`config.mk`:
```
export PLATFORM = sky130hd
export DESIGN_NAME = lcd_bus_decoder
export DESIGN_NICKNAME = d
export VERILOG_FILES = /design/src/rtl/lcd_bus_decoder.sv
export SDC_FILE = /design/constraint.sdc
export NUM_CORES = 1
export LEC_CHECK = 0
export CAP_MARGIN = 0
export CORE_MARGIN = 3
export CORE_UTILIZATION = 60
export CTS_BUF_LIST = sky130_fd_sc_hd__clkbuf_8
export CTS_CLUSTER_SIZE = 12
export DETAILED_ROUTE_END_ITERATION = 16
export PLACE_DENSITY = 0.88
export SETUP_SLACK_MARGIN = 0.02
export SYNTH_ARGS = -nofsm -noshare
export SYNTH_HDL_FRONTEND = slang
export SYNTH_SLANG_ARGS = --single-unit
```
`constraint.sdc`:
```
create_clock -name clk -period 2.6 [get_ports clk]
set_input_delay 0.65 -clock clk [delete_from_list [all_inputs] [get_ports clk]]
set_output_delay 0.65 -clock clk [all_outputs]
set_load 0.01 [all_outputs]
```
`src/rtl/lcd_bus_decoder.sv`:
```
// Receive-side model of an HD44780-style 8-bit LCD bus: decodes E falling-edge strobes and keeps a 2x16 shadow.
// Optional busy-flag emulation (IDLE/BUSY FSM, dropped-strobe counter) is compiled in with `define LCD_BUSY_EN.
module lcd_bus_decoder #(
    parameter int BUSY_LONG  = 16,
    parameter int BUSY_SHORT = 2
) (
    input  logic       clk,
    input  logic       rst,
    input  logic       LCD_E,
    input  logic       LCD_RS,
    input  logic       LCD_RW,
    input  logic [7:0] LCD_DATA,
    input  logic [4:0] rd_addr,
    output logic [7:0] rd_char,
    output logic [6:0] cur_addr,
    output logic       disp_on,
    output logic       entry_inc,
    output logic       cmd_stb,
    output logic       data_stb,
    output logic       rw_err,
    output logic       busy,
    output logic [7:0] drop_cnt
);

    localparam logic [7:0] SPACE = 8'h20;

    // DDRAM address step with the HD44780 two-line wrap; invalid addresses step as plain 7-bit +/-1.
    function automatic logic [6:0] step_addr(input logic [6:0] a, input logic up);
        if (up) begin
            if (a == 7'h27) return 7'h40;
            if (a == 7'h67) return 7'h00;
            return a + 7'd1;
        end
        if (a == 7'h00) return 7'h67;
        if (a == 7'h40) return 7'h27;
        return a - 7'd1;
    endfunction

    logic       e_q, rs_q, rw_q;
    logic [7:0] d_q;
    logic       strobe, rw_strobe, wr_strobe, accept;

    always_ff @(posedge clk) begin
        if (rst) begin
            e_q  <= 1'b0;
            rs_q <= 1'b0;
            rw_q <= 1'b0;
            d_q  <= 8'h00;
        end else begin
            e_q  <= LCD_E;
            rs_q <= LCD_RS;
            rw_q <= LCD_RW;
            d_q  <= LCD_DATA;
        end
    end

    // The strobe uses rs_q/rw_q/d_q, i.e. the bus as it was while E was still high.
    assign strobe    = e_q & ~LCD_E;
    assign rw_strobe = strobe & rw_q;
    assign wr_strobe = strobe & ~rw_q;

`ifdef LCD_BUSY_EN
    typedef enum logic {IDLE, BUSY} state_e;
    localparam int CNT_W = 16;

    state_e           state_q, state_d;
    logic [CNT_W-1:0] cnt_q, cnt_d, load_len;
    logic [7:0]       drop_q, drop_d;
    logic             is_long;

    // Clear (00000001) and home (0000001x) are the slow instructions.
    assign is_long  = ~rs_q & (d_q[7:2] == 6'd0) & (d_q[1:0] != 2'd0);
    assign load_len = is_long ? CNT_W'(BUSY_LONG) : CNT_W'(BUSY_SHORT);

    always_comb begin
        state_d = state_q;
        cnt_d   = cnt_q;
        drop_d  = drop_q;
        accept  = 1'b0;
        case (state_q)
            IDLE: begin
                if (wr_strobe) begin
                    accept = 1'b1;
                    if (load_len != '0) begin
                        state_d = BUSY;
                        cnt_d   = load_len;
                    end
                end
            end
            BUSY: begin
                if (wr_strobe && (drop_q != 8'hFF)) drop_d = drop_q + 8'd1;
                if (cnt_q <= CNT_W'(1)) state_d = IDLE;
                else                    cnt_d   = cnt_q - CNT_W'(1);
            end
            default: state_d = IDLE;
        endcase
    end

    always_ff @(posedge clk) begin
        if (rst) begin
            state_q <= IDLE;
            cnt_q   <= '0;
            drop_q  <= 8'h00;
        end else begin
            state_q <= state_d;
            cnt_q   <= cnt_d;
            drop_q  <= drop_d;
        end
    end

    assign busy     = (state_q == BUSY);
    assign drop_cnt = drop_q;
`else
    logic [31:0] busy_cfg_unused;

    assign busy_cfg_unused = BUSY_LONG + BUSY_SHORT;
    assign accept          = wr_strobe;
    assign busy            = 1'b0;
    assign drop_cnt        = 8'h00;
`endif

    logic [7:0] shadow_q [32];
    logic [7:0] shadow_d [32];
    logic [6:0] addr_q, addr_d;
    logic       disp_q, disp_d;
    logic       inc_q, inc_d;
    logic       cmd_stb_q, cmd_stb_d;
    logic       data_stb_q, data_stb_d;
    logic       rw_err_q, rw_err_d;
    logic [7:0] rd_char_q;

    // NOTE: combinational next-state uses blocking '=' with every target defaulted first (no latches);
    // the registers below take those values with non-blocking '<='.
    always_comb begin
        shadow_d   = shadow_q;
        addr_d     = addr_q;
        disp_d     = disp_q;
        inc_d      = inc_q;
        cmd_stb_d  = 1'b0;
        data_stb_d = 1'b0;
        rw_err_d   = rw_strobe;
        if (accept) begin
            if (rs_q) begin
                // Only columns 0-15 of each line are visible; the rest of DDRAM is accepted but not mirrored.
                if (addr_q[5:4] == 2'b00) shadow_d[{addr_q[6], addr_q[3:0]}] = d_q;
                addr_d     = step_addr(addr_q, inc_q);
                data_stb_d = 1'b1;
            end else begin
                cmd_stb_d = 1'b1;
                casez (d_q)
                    8'b1???????: addr_d = d_q[6:0];
                    8'b0001????: if (!d_q[3]) addr_d = step_addr(addr_q, d_q[2]);
                    8'b00001???: disp_d = d_q[2];
                    8'b000001??: inc_d  = d_q[1];
                    8'b0000001?: addr_d = 7'h00;
                    8'b00000001: begin
                        for (int i = 0; i < 32; i++) shadow_d[i] = SPACE;
                        addr_d = 7'h00;
                        inc_d  = 1'b1;
                    end
                    default: ;  // CGRAM address, function set and 0x00 change nothing
                endcase
            end
        end
    end

    // NOTE: the shadow is built from flops, not RAM, because clear rewrites all 32 entries in one edge;
    // that is also why it can carry a reset value.
    always_ff @(posedge clk) begin
        if (rst) begin
            for (int i = 0; i < 32; i++) shadow_q[i] <= SPACE;
            addr_q     <= 7'h00;
            disp_q     <= 1'b0;
            inc_q      <= 1'b1;
            cmd_stb_q  <= 1'b0;
            data_stb_q <= 1'b0;
            rw_err_q   <= 1'b0;
            rd_char_q  <= 8'h00;
        end else begin
            shadow_q   <= shadow_d;
            addr_q     <= addr_d;
            disp_q     <= disp_d;
            inc_q      <= inc_d;
            cmd_stb_q  <= cmd_stb_d;
            data_stb_q <= data_stb_d;
            rw_err_q   <= rw_err_d;
            rd_char_q  <= shadow_q[rd_addr];  // read-before-write on a same-edge update
        end
    end

    assign rd_char   = rd_char_q;
    assign cur_addr  = addr_q;
    assign disp_on   = disp_q;
    assign entry_inc = inc_q;
    assign cmd_stb   = cmd_stb_q;
    assign data_stb  = data_stb_q;
    assign rw_err    = rw_err_q;

endmodule

```
==> flow_summary.yaml, run 1 <==
sta:
  fmax_ghz: 0.402
  finalSetupViolations: 0
  rsz0062_at_grt: "false"
  slew_headroom_pct: 20.1
  tightest_slew_ps: 1190
  slew_violations: 0
  period_share_pct: 95.7
  post-route-min-period_ps: 2490
  final-hold-violation-count: 0
  skew_ps: 22.8
placed_design:
  port_buffers: 37
  dp_hpwl_um: 21800
  place_congestion: 0.944
synth:
  synth_top_area_share_pct: 47.5
  synthTopCellsByArea: "dfxtp_1 (47%), a22o_1 (16%), mux4_2 (12%), a22oi_1 (1.7%), nor2_1 (1.6%)"
  syn_area_mm2: 0.0121
  yosysUniqueCellTypes: 65
  synth_enable_flop_cells: 0
  seq_area_frac_synth_pct: 47.5
  yosysTopAreaCell: "dfxtp_1"
  avgSynthCellArea_um2: 11.3
  syn_inst: 1072
  yosysWarnings: 0
  ys_async_sr_fraction_pct: 0
  synth-main-ff-cell: "dfxtp_1"
  ys_ff_latch: 287
route:
  totalWireLength_um: 33700
  ant_nets: 0
  post_drt_wl_per_cell_um: 23.5
  routed_via_density: 6.96
  drc_errors: 0
  drt_iter0_markers: 1078
  dr.pass1.iters: 7
  dr_total_vias: 9983
floorplanning:
  start_util_pct: 61.6
  die_h_um: 148
  dieArea_mm2: 0.0219
  ios: 47
  rows: 51
  core_area_mm2: 0.0197
  fp.dieW_um: 148
cells_and_area:
  multi_input_area_mm2: 0.00580
  final_util_pct: 71.1
  n_antenna_cell: 0
  regArea_mm2: 0.00575
  final_net_count: 1160
  fill_cells: 1310
  drive_above_1_share_pct: 20.8
  synthToLayoutAreaGrowth_pct: 15.5
clock_network:
  post-cts-setup-buffers: 0
  cts_root_buf: "clkbuf_8"
  cts.sinks: 287
  cts-htree-levels: 2
  clk_pin_slew_ps: 70
  clk_latency_ps: 560
  cts_tree: "yes"
  clockBufferDepth: 3
  numCtsBuffers: 44
job:
  maxCapViolations: 0
power:
  leakage_nw: 5.44
  finalPower_mw: 9.03
  ir_drop_uv: 371
  power_density_mw_per_mm2: 646
hold_path:
  hp-class: "reg -> reg"
setup_path:
  slowest_stage: "clkdlybuf4s50_1"
  critical_path_class: "reg -> out"
  critPathMaxFanout: 12
  critPathCaptureType: "output pin"
  slowest_delay_ps: 560
  cp.arrival_ps: 1840
  cp_num_buf_inv: 2
  cp_data_required_time_ps: 1950
  crit_family: "buffers and inverters"
  crit_chain: "buf_4 > clkdlybuf4s50_1"
  start_kind: "flop"
global_route:
  antenna_found_initial: 0
  grt_pass1_wl_um: 54300
  grt_start_max_net_pins: 36
  overflow: 0
  first_global_vias: 9960
  grtUsageTotal_pct: 30.7
outcome:
  status: "finished clean"
cell usage in the layout (no fill, tap or decap), types with 6 or more instances in the layout:
master and count:
dfxtp_1 287, buf_4 55, a211oi_1 10, clkbuf_8 58
o22ai_1 17, a21oi_2 20, nand2b_1 10, mux4_2 64
nand4_1 8, inv_1 49, clkdlybuf4s50_1 34, o21bai_1 10
mux2_2 10, nor2b_1 26, nor2_1 50, a22o_1 217
nor4_1 13, conb_1 9, nor3_1 12, a32o_1 8
o21ai_0 18, a22oi_1 27, a21oi_1 22, nand2_1 39
buf_12 11, and2_1 6
metrics by stage:
stage          worst slack, ps  setup TNS (ps)  instance area (um2)  hold slack [ps]  instances
2_1_floorplan              486               0                12100              420       1080
3_3_place_gp              31.0               0                13000              429       1356
3_5_place_dp             -27.8            -135                13000              445       1356
4_1_cts                    118               0                14000              458       1435
5_1_grt                   66.4               0                14000              471       1435
6_report                   113               0                14000              463       1435
cells by family after synthesis:
| family | Yosys count | share of synthesized area (%) |
|---|---|---|
| AO/OA/AOI/OAI | 380 | 25.5 |
| other | 1 | 0.0310 |
| adder cells (fa/ha/maj) | 5 | 0.517 |
| flip-flops | 287 | 47.5 |
| multiplexers | 75 | 12.9 |
| buffers and inverters | 129 | 5.00 |
| XOR/XNOR | 5 | 0.362 |
| AND/OR/NAND/NOR | 190 | 8.18 |
worst min-delay path, cell delays in order, from the launching register on:
cell and delay [ps]:
dfxtp_1 310, inv_1 50, a22oi_1 50
cells in the mapped netlist, types with 2 or more instances:
master    count
nand2b_1     10
a311oi_1      2
o21a_1        3
nor4_1       13
buf_1         4
a21oi_2      20
buf_6         2
nand4_1       8
inv_1        38
dfxtp_1     287
ha_1          5
or3_1         2
a21boi_0      2
mux2_2       10
a22oi_1      27
buf_2        34
nand2_1      39
xnor2_1       2
a21o_1        4
and2_1        6
nand3_1       5
o22ai_1      17
nor3_1       15
nor2_1       50
a21oi_1      22
o32ai_1       2
nor2b_1      26
a211oi_1     10
and3_1        2
mux4_2       64
a32oi_1       2
xor2_1        3
buf_4        17
a32o_1        8
o21bai_1     10
a22o_1      217
or2_2         3
o21ai_0      18
clkbuf_1     34
a31oi_1       3
o211ai_1      2
worst paths after layout:
path,start,to,slack (ps),depth (start not counted)
hold / removal,shadow_q[149],shadow_q[149],460,2
hold reg to reg,shadow_q[149],shadow_q[149],460,2
setup reg to reg,cur_addr[1],shadow_q[141],270,4
setup / recovery,cur_addr[2],cur_addr[2],110,2
per-layer routing:
layer  wire length (um)  share of wire, %  GRT usage, %  up-vias
met5                  0                 0             0        -
met1              12700                38          40.1     4879
li1                   -                 -             -     4256
met4               1480               4.4          13.3        0
met2              16000                47          50.3      708
met3               3510                10          6.01      140
layout make-up:
| cell class | count | area share, % |
|---|---|---|
| Sequential cell | 287 | 41.1 |
| Timing Repair Buffer | 102 | 7.04 |
| Tap cell | 265 | 2.37 |
| Multi-Input combinational cell | 664 | 41.5 |
| Clock buffer | 58 | 5.71 |
| Inverter | 38 | 1.02 |
| Clock inverter | 21 | 1.23 |
state kept, by name, summed over array words and instances, names as in the netlist:
name       count
cmd_stb        1
cur_addr       7
d_q            8
rw_err         1
rd_char        8
disp_on        1
e_q            1
shadow_q     256
rs_q           1
data_stb       1
rw_q           1
entry_inc      1
report_power, final:
part           leakage (nW)  switching [mW]  internal [mW]
Clock                 0.538            1.76           2.30
Sequential             2.32          0.0252           4.42
Combinational          2.58           0.341          0.195
Total                  5.44            2.12           6.91
what timing repair did:
item,4_1_cts,5_1_grt
hold buffers,0,0
endpoints found under the setup margin,0,1
gates resized for setup,0,1
No activity file was read; power rests on OpenSTA's default activity.
==> run 2, diff against run 1 <==
--- a/config.mk
+++ b/config.mk
@@ -7,11 +7,10 @@
 export LEC_CHECK = 0
 export CAP_MARGIN = 0
 export CORE_MARGIN = 3
-export CORE_UTILIZATION = 60
-export CTS_BUF_LIST = sky130_fd_sc_hd__clkbuf_8
+export CORE_UTILIZATION = 55
 export CTS_CLUSTER_SIZE = 12
 export DETAILED_ROUTE_END_ITERATION = 16
-export PLACE_DENSITY = 0.88
+export PLACE_DENSITY = 0.82
 export SETUP_SLACK_MARGIN = 0.02
 export SYNTH_ARGS = -nofsm -noshare
 export SYNTH_HDL_FRONTEND = slang
==> run 2 against run 1 <==
Against the previous run:
- critical path type is now reg -> reg
- routed wire length about the same
- combinational power increased by 4%
- critical path depth grew 3
- total power is 3.5% lower
- register-to-register slack lost 70 ps
- final area is 0.67% lower
- global-route usage is 3.0 points lower
- non-clock buffer count increased by 11
==> flow_summary.yaml, run 2 (synthesis gave the netlist of run 1 again) <==
floorplanning:
  die_h_um: 154
  ios: 47
  dieArea_mm2: 0.0238
  start_util_pct: 56.8
  core_area_mm2: 0.0213
  fp.dieW_um: 154
  rows: 53
placed_design:
  dp_hpwl_um: 22000
  placed_area_mm2: 0.0131
  dp_cells: 1377
  port_buffers: 37
  place_congestion: 0.913
cells_and_area:
  layout.cells.non_filler: 1420
  layout_commonest_cell: "dfxtp_1"
  synthToLayoutAreaGrowth_pct: 14.7
  layout_common_cells: "dfxtp_1 (287), a22o_1 (217), buf_4 (68)"
  largest_register_ffs: 256
  regMostFlops: "shadow_q"
  fill_cells: 1578
  postLayoutCellArea_mm2: 0.0139
  drive_above_1_share_pct: 19.3
  n_antenna_cell: 0
  final_net_count: 1156
job:
  maxCapViolations: 0
clock_network:
  cts-htree-levels: 1
  numCtsBuffers: 29
  cts_resized: 0
  clk_pin_slew_ps: 60
  post-cts-setup-buffers: 0
  cts.sinks: 287
  cts_root_buf: "clkbuf_16"
  cts_hold_buf: 0
  clk_latency_ps: 550
  cts_tree: "yes"
  clockBufferDepth: 3
route:
  drt_iter0_markers: 1249
  totalWireLength_um: 33700
  dr_total_vias: 9696
  post_drt_wl_per_cell_um: 23.7
  routed_via_density: 6.83
  ant_nets: 0
  drc_errors: 0
  dr.pass1.iters: 6
sta:
  final-hold-violation-count: 0
  finalSetupViolations: 0
  post-route-min-period_ps: 2400
  rsz0062_at_grt: "false"
  period_share_pct: 92.5
  tightest_slew_ps: 1170
  slew_headroom_pct: 21.5
  fmax_ghz: 0.416
  skew_ps: 16.4
  slew_violations: 0
outcome:
  status: "finished clean"
hold_path:
  hp-class: "reg -> reg"
power:
  power_density_mw_per_mm2: 628
  leakage_nw: 5.35
  ir_drop_uv: 548
setup_path:
  cp_num_buf_inv: 1
  crit_chain: "inv_1 > ha_1 > nand2_1 > nor3_1 > a22oi_1"
  start_kind: "flop"
  slowest_stage: "nor3_1"
  slowest_delay_ps: 1020
  crit_family: "simple AND/OR/NAND/NOR gates"
  critical_path_class: "reg -> reg"
  cp_data_required_time_ps: 2990
  cp.arrival_ps: 2790
  critPathMaxFanout: 11
  critPathCaptureType: "flop"
global_route:
  grt_pass1_wl_um: 53700
  first_global_vias: 9716
  grtUsageTotal_pct: 27.8
  overflow: 0
  grt_start_max_net_pins: 42
  antenna_found_initial: 1
[run 2: power breakdown]
group	leakage, nW	total, mW	switching (mW)	internal (mW)
clock network	0.396	3.72	1.65	2.07
logic	2.64	0.556	0.354	0.202
registers	2.32	4.44	0.0223	4.42
[run 2: through the flow]
| step | setup TNS, ps | hold WS, ps | utilization, % | total power, mW | setup WS [ps] |
|---|---|---|---|---|---|
| 5_1_grt | 0 | 475 | 65.2 | 8.96 | 88.9 |
| 3_3_place_gp | 0 | 434 | 61.4 | 5.07 | 5.45 |
| 2_1_floorplan | 0 | 420 | - | 4.88 | 486 |
| 4_1_cts | 0 | 456 | 65.2 | 8.73 | 198 |
| 6_report | 0 | 462 | 65.2 | 8.72 | 196 |
| 3_5_place_dp | -1630 | 446 | 61.4 | 5.08 | -53.6 |
[run 2: worst paths after layout]
path / slack (ps) / cells after the start / end / startpoint
max: 200 / 5 / shadow_q[141] / cur_addr[0]
min: 460 / 2 / shadow_q[173] / shadow_q[173]
max reg2reg: 200 / 5 / shadow_q[141] / cur_addr[0]
min reg2reg: 460 / 2 / shadow_q[173] / shadow_q[173]
[run 2: cell type report]
| type | instances | area, um2 | share of cell area, % |
|---|---|---|---|
| repair buffers | 113 | 1040 | 7.50 |
| inverters | 38 | 143 | 1.03 |
| clock buffers | 38 | 779 | 5.62 |
| clock inverters | 5 | 31.3 | 0.225 |
| flip-flops and latches | 287 | 5750 | 41.4 |
| well taps | 275 | 344 | 2.48 |
| multi-input cells | 664 | 5800 | 41.8 |
[run 2: layer usage]
| metal | vias to the layer above | wire length, um | global-route usage [%] |
|---|---|---|---|
| li1 | 4233 | - | - |
| met3 | 98 | 3300 | 5.23 |
| met5 | - | 13 | 0 |
| met1 | 4755 | 13800 | 38.9 |
| met2 | 608 | 15300 | 43.1 |
| met4 | 2 | 1220 | 10.6 |
[run 2: worst register-to-register path, cell delays in order (launching register included)]
cell	delay, ps
dfxtp_1	410
inv_1	160
ha_1	180
nand2_1	260
nor3_1	1020
a22oi_1	220
